===== src/rtl/dvsd_cmp_pkg.sv =====
// Shared encodings and sizing helper for the bit-serial magnitude comparator.
package dvsd_cmp_pkg;

  typedef enum logic [1:0] {
    ST_IDLE  = 2'd0,
    ST_SHIFT = 2'd1,
    ST_HOLD  = 2'd2
  } state_e;

  typedef enum logic [1:0] {
    DEC_EQ = 2'd0,
    DEC_LT = 2'd1,
    DEC_GT = 2'd2
  } dec_e;

  // Counter must hold WIDTH itself, hence WIDTH+1 codes.
  function automatic int ctr_width(input int width);
    return $clog2(width + 1);
  endfunction

endpackage


===== src/rtl/dvsd_cmp_bit_ctr.sv =====
// Beat counter: clear on start, count accepted beats, flag the final beat of a word.
module dvsd_cmp_bit_ctr #(
  parameter int WIDTH = 4
) (
  input  logic                                      clk,
  input  logic                                      rst_n,
  input  logic                                      clr_i,
  input  logic                                      inc_i,
  output logic [dvsd_cmp_pkg::ctr_width(WIDTH)-1:0] cnt_o,
  output logic                                      term_o
);
  localparam int CW = dvsd_cmp_pkg::ctr_width(WIDTH);

  logic [CW-1:0] cnt_q, cnt_d;

  always_comb begin
    cnt_d = cnt_q;
    if (clr_i)      cnt_d = '0;
    else if (inc_i) cnt_d = cnt_q + CW'(1);
  end

  always_ff @(posedge clk or negedge rst_n) begin
    if (!rst_n) cnt_q <= '0;
    else        cnt_q <= cnt_d;
  end

  assign cnt_o  = cnt_q;
  // Terminal is qualified by the beat so it marks the WIDTH-th accepted pair.
  assign term_o = inc_i && (cnt_q == CW'(WIDTH - 1));

endmodule


===== src/rtl/dvsd_cmp_serial.sv =====
// Bit-serial MSB-first magnitude comparator with valid/ready bit and result links.
// Define DVSD_CMP_SIGNED_EN to add the signed_in port for two's complement compares.
module dvsd_cmp_serial
  import dvsd_cmp_pkg::*;
#(
  parameter int WIDTH = 4
) (
  input  logic clk,
  input  logic rst_n,
  input  logic start_in,
  input  logic a_bit_in,
  input  logic b_bit_in,
  input  logic bit_valid_in,
`ifdef DVSD_CMP_SIGNED_EN
  input  logic signed_in,
`endif
  output logic bit_ready_out,
  output logic result_valid_out,
  input  logic result_ready_in,
  output logic less_than,
  output logic equal_to,
  output logic greater_than,
  output logic busy_out
);
  localparam int CW = ctr_width(WIDTH);

  state_e        state_q;
  dec_e          dec_q, dec_d;
  logic          lt_q, eq_q, gt_q, valid_q, signed_q;
  logic          signed_sel;
  logic          beat, start_acc, term, msb_beat, a_wins;
  logic [CW-1:0] cnt;

`ifdef DVSD_CMP_SIGNED_EN
  assign signed_sel = signed_in;
`else
  assign signed_sel = 1'b0;
`endif

  assign beat      = bit_valid_in && (state_q == ST_SHIFT);
  assign start_acc = start_in && ((state_q == ST_IDLE) ||
                                  (state_q == ST_HOLD && result_ready_in));
  assign msb_beat  = (cnt == '0);
  // A sign-bit difference favours the operand carrying the 0.
  assign a_wins    = a_bit_in ^ (signed_q && msb_beat);

  always_comb begin
    dec_d = dec_q;
    if (dec_q == DEC_EQ && (a_bit_in != b_bit_in))
      dec_d = a_wins ? DEC_GT : DEC_LT;
  end

  dvsd_cmp_bit_ctr #(.WIDTH(WIDTH)) u_ctr (
    .clk    (clk),
    .rst_n  (rst_n),
    .clr_i  (start_acc),
    .inc_i  (beat),
    .cnt_o  (cnt),
    .term_o (term)
  );

  always_ff @(posedge clk or negedge rst_n) begin
    if (!rst_n) begin
      state_q  <= ST_IDLE;
      dec_q    <= DEC_EQ;
      lt_q     <= 1'b0;
      eq_q     <= 1'b0;
      gt_q     <= 1'b0;
      valid_q  <= 1'b0;
      signed_q <= 1'b0;
    end else begin
      case (state_q)
        ST_IDLE: begin
          if (start_in) begin
            state_q  <= ST_SHIFT;
            dec_q    <= DEC_EQ;
            {lt_q, eq_q, gt_q} <= 3'b000;
            signed_q <= signed_sel;
          end
        end
        ST_SHIFT: begin
          if (beat) begin
            dec_q <= dec_d;
            if (term) begin
              state_q <= ST_HOLD;
              valid_q <= 1'b1;
              lt_q    <= (dec_d == DEC_LT);
              eq_q    <= (dec_d == DEC_EQ);
              gt_q    <= (dec_d == DEC_GT);
            end
          end
        end
        ST_HOLD: begin
          if (result_ready_in) begin
            valid_q <= 1'b0;
            if (start_in) begin
              state_q  <= ST_SHIFT;
              dec_q    <= DEC_EQ;
              {lt_q, eq_q, gt_q} <= 3'b000;
              signed_q <= signed_sel;
            end else begin
              state_q <= ST_IDLE;
            end
          end
        end
        default: state_q <= ST_IDLE;
      endcase
    end
  end

  assign bit_ready_out    = (state_q == ST_SHIFT);
  assign busy_out         = (state_q != ST_IDLE);
  assign result_valid_out = valid_q;
  assign less_than        = lt_q;
  assign equal_to         = eq_q;
  assign greater_than     = gt_q;

endmodule


===== config.mk =====
export PLATFORM = sky130hd
export DESIGN_NAME = dvsd_cmp_serial
export DESIGN_NICKNAME = d
export VERILOG_FILES = /design/src/rtl/dvsd_cmp_pkg.sv /design/src/rtl/dvsd_cmp_bit_ctr.sv /design/src/rtl/dvsd_cmp_serial.sv
export SDC_FILE = /design/constraint.sdc
export NUM_CORES = 1
export LEC_CHECK = 0
export CAP_MARGIN = 20
export CORE_AREA = 5 5 42 44
export CTS_BUF_LIST = sky130_fd_sc_hd__clkbuf_8
export DETAILED_ROUTE_END_ITERATION = 7
export DIE_AREA = 0 0 47 49
export PLACE_DENSITY = 0.78
export SLEW_MARGIN = 25
export SYNTH_ARGS = -nofsm -noshare
export SYNTH_HDL_FRONTEND = slang
export SYNTH_SLANG_ARGS = --single-unit
export TNS_END_PERCENT = 100

===== constraint.sdc =====
create_clock -name clk -period 1.6 [get_ports clk]
set_input_delay 0.32 -clock clk [delete_from_list [all_inputs] [get_ports clk]]
set_output_delay 0.32 -clock clk [all_outputs]
set_load 0.01 [all_outputs]

==> impl_metrics.yaml <==
placed_design:
  dp.cells: 98
  numPortBuffers: 12
  place_congestion: 0.7921
  place_area_um2: 838.3
  dp_slack_ps: -52.22
  place.detailed.hpwl_um: 1032
synthesis:
  syn_nets: 70
  ys_types: 29
  syn_inst: 61
  syn_area_um2: 630.6
  synth_edf_count: 0
  synthArstFlopShare: 1.000
  ys_warn_count: 0
  synth_top_area_share: 0.4365
  synth_top_area_cell: "dfrtp_1"
  seq_area_frac_synth: 0.4365
  synthTopCellsByArea: "dfrtp_1 44%, a2111oi_4 4.4%, ha_1 4.0%"
  avgSynthCellArea_um2: 10.34
  synth_ff_type: "dfrtp_1"
  synth-seq-cells: 11
critical_path:
  critPathLaunch: "state_q[1]"
  cp.required_ps: 1280
  r2r-start: "u_ctr.cnt_o[0]"
  path_delay_family: "flip-flops"
  crit_fanout: 4
  critPathSlowestCell: "dfrtp_1"
  start_kind: "flip-flop"
  crit_path_cell_trace: "or2_2 > dlygate4sd2_1"
  arrival_ps: 1230
  slowest_delay_ps: 410
  crit_type: "reg2out"
  critPathBufInv: 1
  r2r_slack_ps: 90
  end_kind: "output port"
cells_and_area:
  area_delta_synth_final_pct: 41.47
  drive_gt1_frac: 0.2184
  final_cell_area_um2: 892.1
  fin_cells: 103
  n_antenna_cell: 0
  layout.nets: 97
sta:
  min_period_over_period: 0.9677
  slew_violations: 0
  finalHoldViolCount: 0
  rsz0062_at_grt: "no"
  setup_viol: 0
  fmax_ghz: 0.6459
  finalCriticalPeriod_ps: 1548
  fin_worst_skew_ps: 9.050
  slew_headroom: 0.6674
  worstMarginPinSlew_ps: 497.4
  hold_slack_ps: 408.1
  setup_ws_ps: 51.71
global_route:
  grt_max_degree: 12
  grt_pass1_wl_um: 2277
  globalRouteTotalUtil: 0.1422
  first_global_vias: 530
  grt_antenna_before_repair: 0
  overflow: 0
route:
  wl_um: 1387
  viasPerCell: 5.262
  drt_iter0_drc: 4
  wire_per_inst_um: 13.47
  vias: 542
  antenna_left: 0
  drt_pass1_iterations: 2
  drc: 0
die:
  die_h_um: 49
  die_area_um2: 2303
  core_area_um2: 1401
  die_w_um: 47
  io_pins: 13
  fp-row-count: 14
  start_util: 0.4500
clocking:
  clock-sinks: 11
  root_buffer: "clkbuf_8"
  cts_buffers: 3
  clk_pin_slew_ps: 60
  cts_buffer_depth: 2
  tritoncts: "built"
  htreeDepth: 1
  clk-insertion-delay-late_ps: 250
pwr:
  p_leak_uw: 0.0003987
  switching_share: 0.3441
  clkPwrFrac: 0.203
  pwr-share-seq: 0.341
  ir_drop_mv: 0.9252
  comb_power_share: 0.456
  cell_internal_pwr_uw: 913.6
  p_per_area_nw_per_um2: 1561
  switchingPower_uw: 479.3
min_path:
  hold_path.class: "in2async"
job:
  cap_violations: 0
status:
  status: "finished, final reports clean"
[through the flow]
stage	TNS, ps	power, µW	utilization
2_1_floorplan	0	852.9	-
3_3_place_gp	-82.14	1093	0.5982
3_5_place_dp	-90.76	1118	0.5982
4_1_cts	0	1407	0.6339
5_1_grt	0	1511	0.6366
6_report	0	1393	0.6366
[worst paths after layout]
path                       cells past startpoint        endpoint
hold / removal                                 1  u_ctr.cnt_o[2]
hold reg to reg                                1       less_than
max in group asynchronous                      1       less_than
min in group clk                               1       less_than
setup reg to reg                               5        equal_to
setup / recovery                               2        busy_out
[worst register-to-register path: cells and delay by family, from the launching register on]
family / cells / cell delay, ps
compound gates: 1 / 100
mux: 1 / 310
flops: 1 / 390
fa+ha+maj: 2 / 440
simple gates: 1 / 150
[state kept, by name, indices dropped and copies added (netlist names)]
signal / cells
dec_q: 2
equal_to: 1
greater_than: 1
less_than: 1
result_valid_out: 1
state_q: 2
u_ctr.cnt_o: 3
[timing repair]
item                                    in CTS  in global routing
endpoints found under the setup margin       2                  3
buffers inserted                             1                  0
hold buffers                                 0                  0
resized for setup                            2                  1
pin swaps                                    0                  0
[synthesized netlist by cell type, types with 2 or more instances]
master    number
a31oi_1        2
nor3b_1        2
mux2_1         2
dfrtp_1       11
mux2i_1        2
nor2b_1        3
a211oi_1       2
o21ai_1        2
ha_1           2
nor2_1         6
inv_1          4
o21ai_0        5
nand3b_1       2
[layer usage]
layer | global-route usage | share of wire
met5 | 0 | 0
met2 | 0.1968 | 0.50
met3 | 0.03690 | 0.023
met1 | 0.1723 | 0.44
met4 | 0.1244 | 0.039
[area by class of cell]
cell class / count / area, µm²
sequential: 11 / 275.3
fill: 124 / 509.2
clock buffer: 3 / 41.29
clock inverter: 1 / 3.754
timing repair buffer: 24 / 207.7
tap: 16 / 20.02
multi-input combinational: 44 / 329.1
inverter: 4 / 15.01
[logic make-up after synthesis]
group,synth area share
AOI/OAI and AO/OA,0.1766
and+or+nand+nor,0.2183
muxes,0.06746
xor gates and xnor gates,0.01389
buffers and inverters,0.04761
DFF,0.4365
adders and majority gates,0.03968
[placed cells by master (no fill, tap or decap), types with 3 or more instances in the layout]
cell	synthesis	layout
buf_4	0	12
clkbuf_8	0	3
clkdlybuf4s50_1	0	10
dfrtp_1	11	11
inv_1	4	5
nor2_1	6	6
nor2b_1	3	3
o21ai_0	5	5
[power by group through the flow]
stage / combinational, µW / clock [µW] / sequential (µW)
after CTS: 643 / 289 / 475
after floorplan: 381 / 0 / 471
final: 635 / 283 / 475
after detailed placement: 634 / 0 / 483
after global routing: 711 / 309 / 491
after global placement: 616 / 0 / 477
No activity file was read; power rests on OpenSTA's default activity.
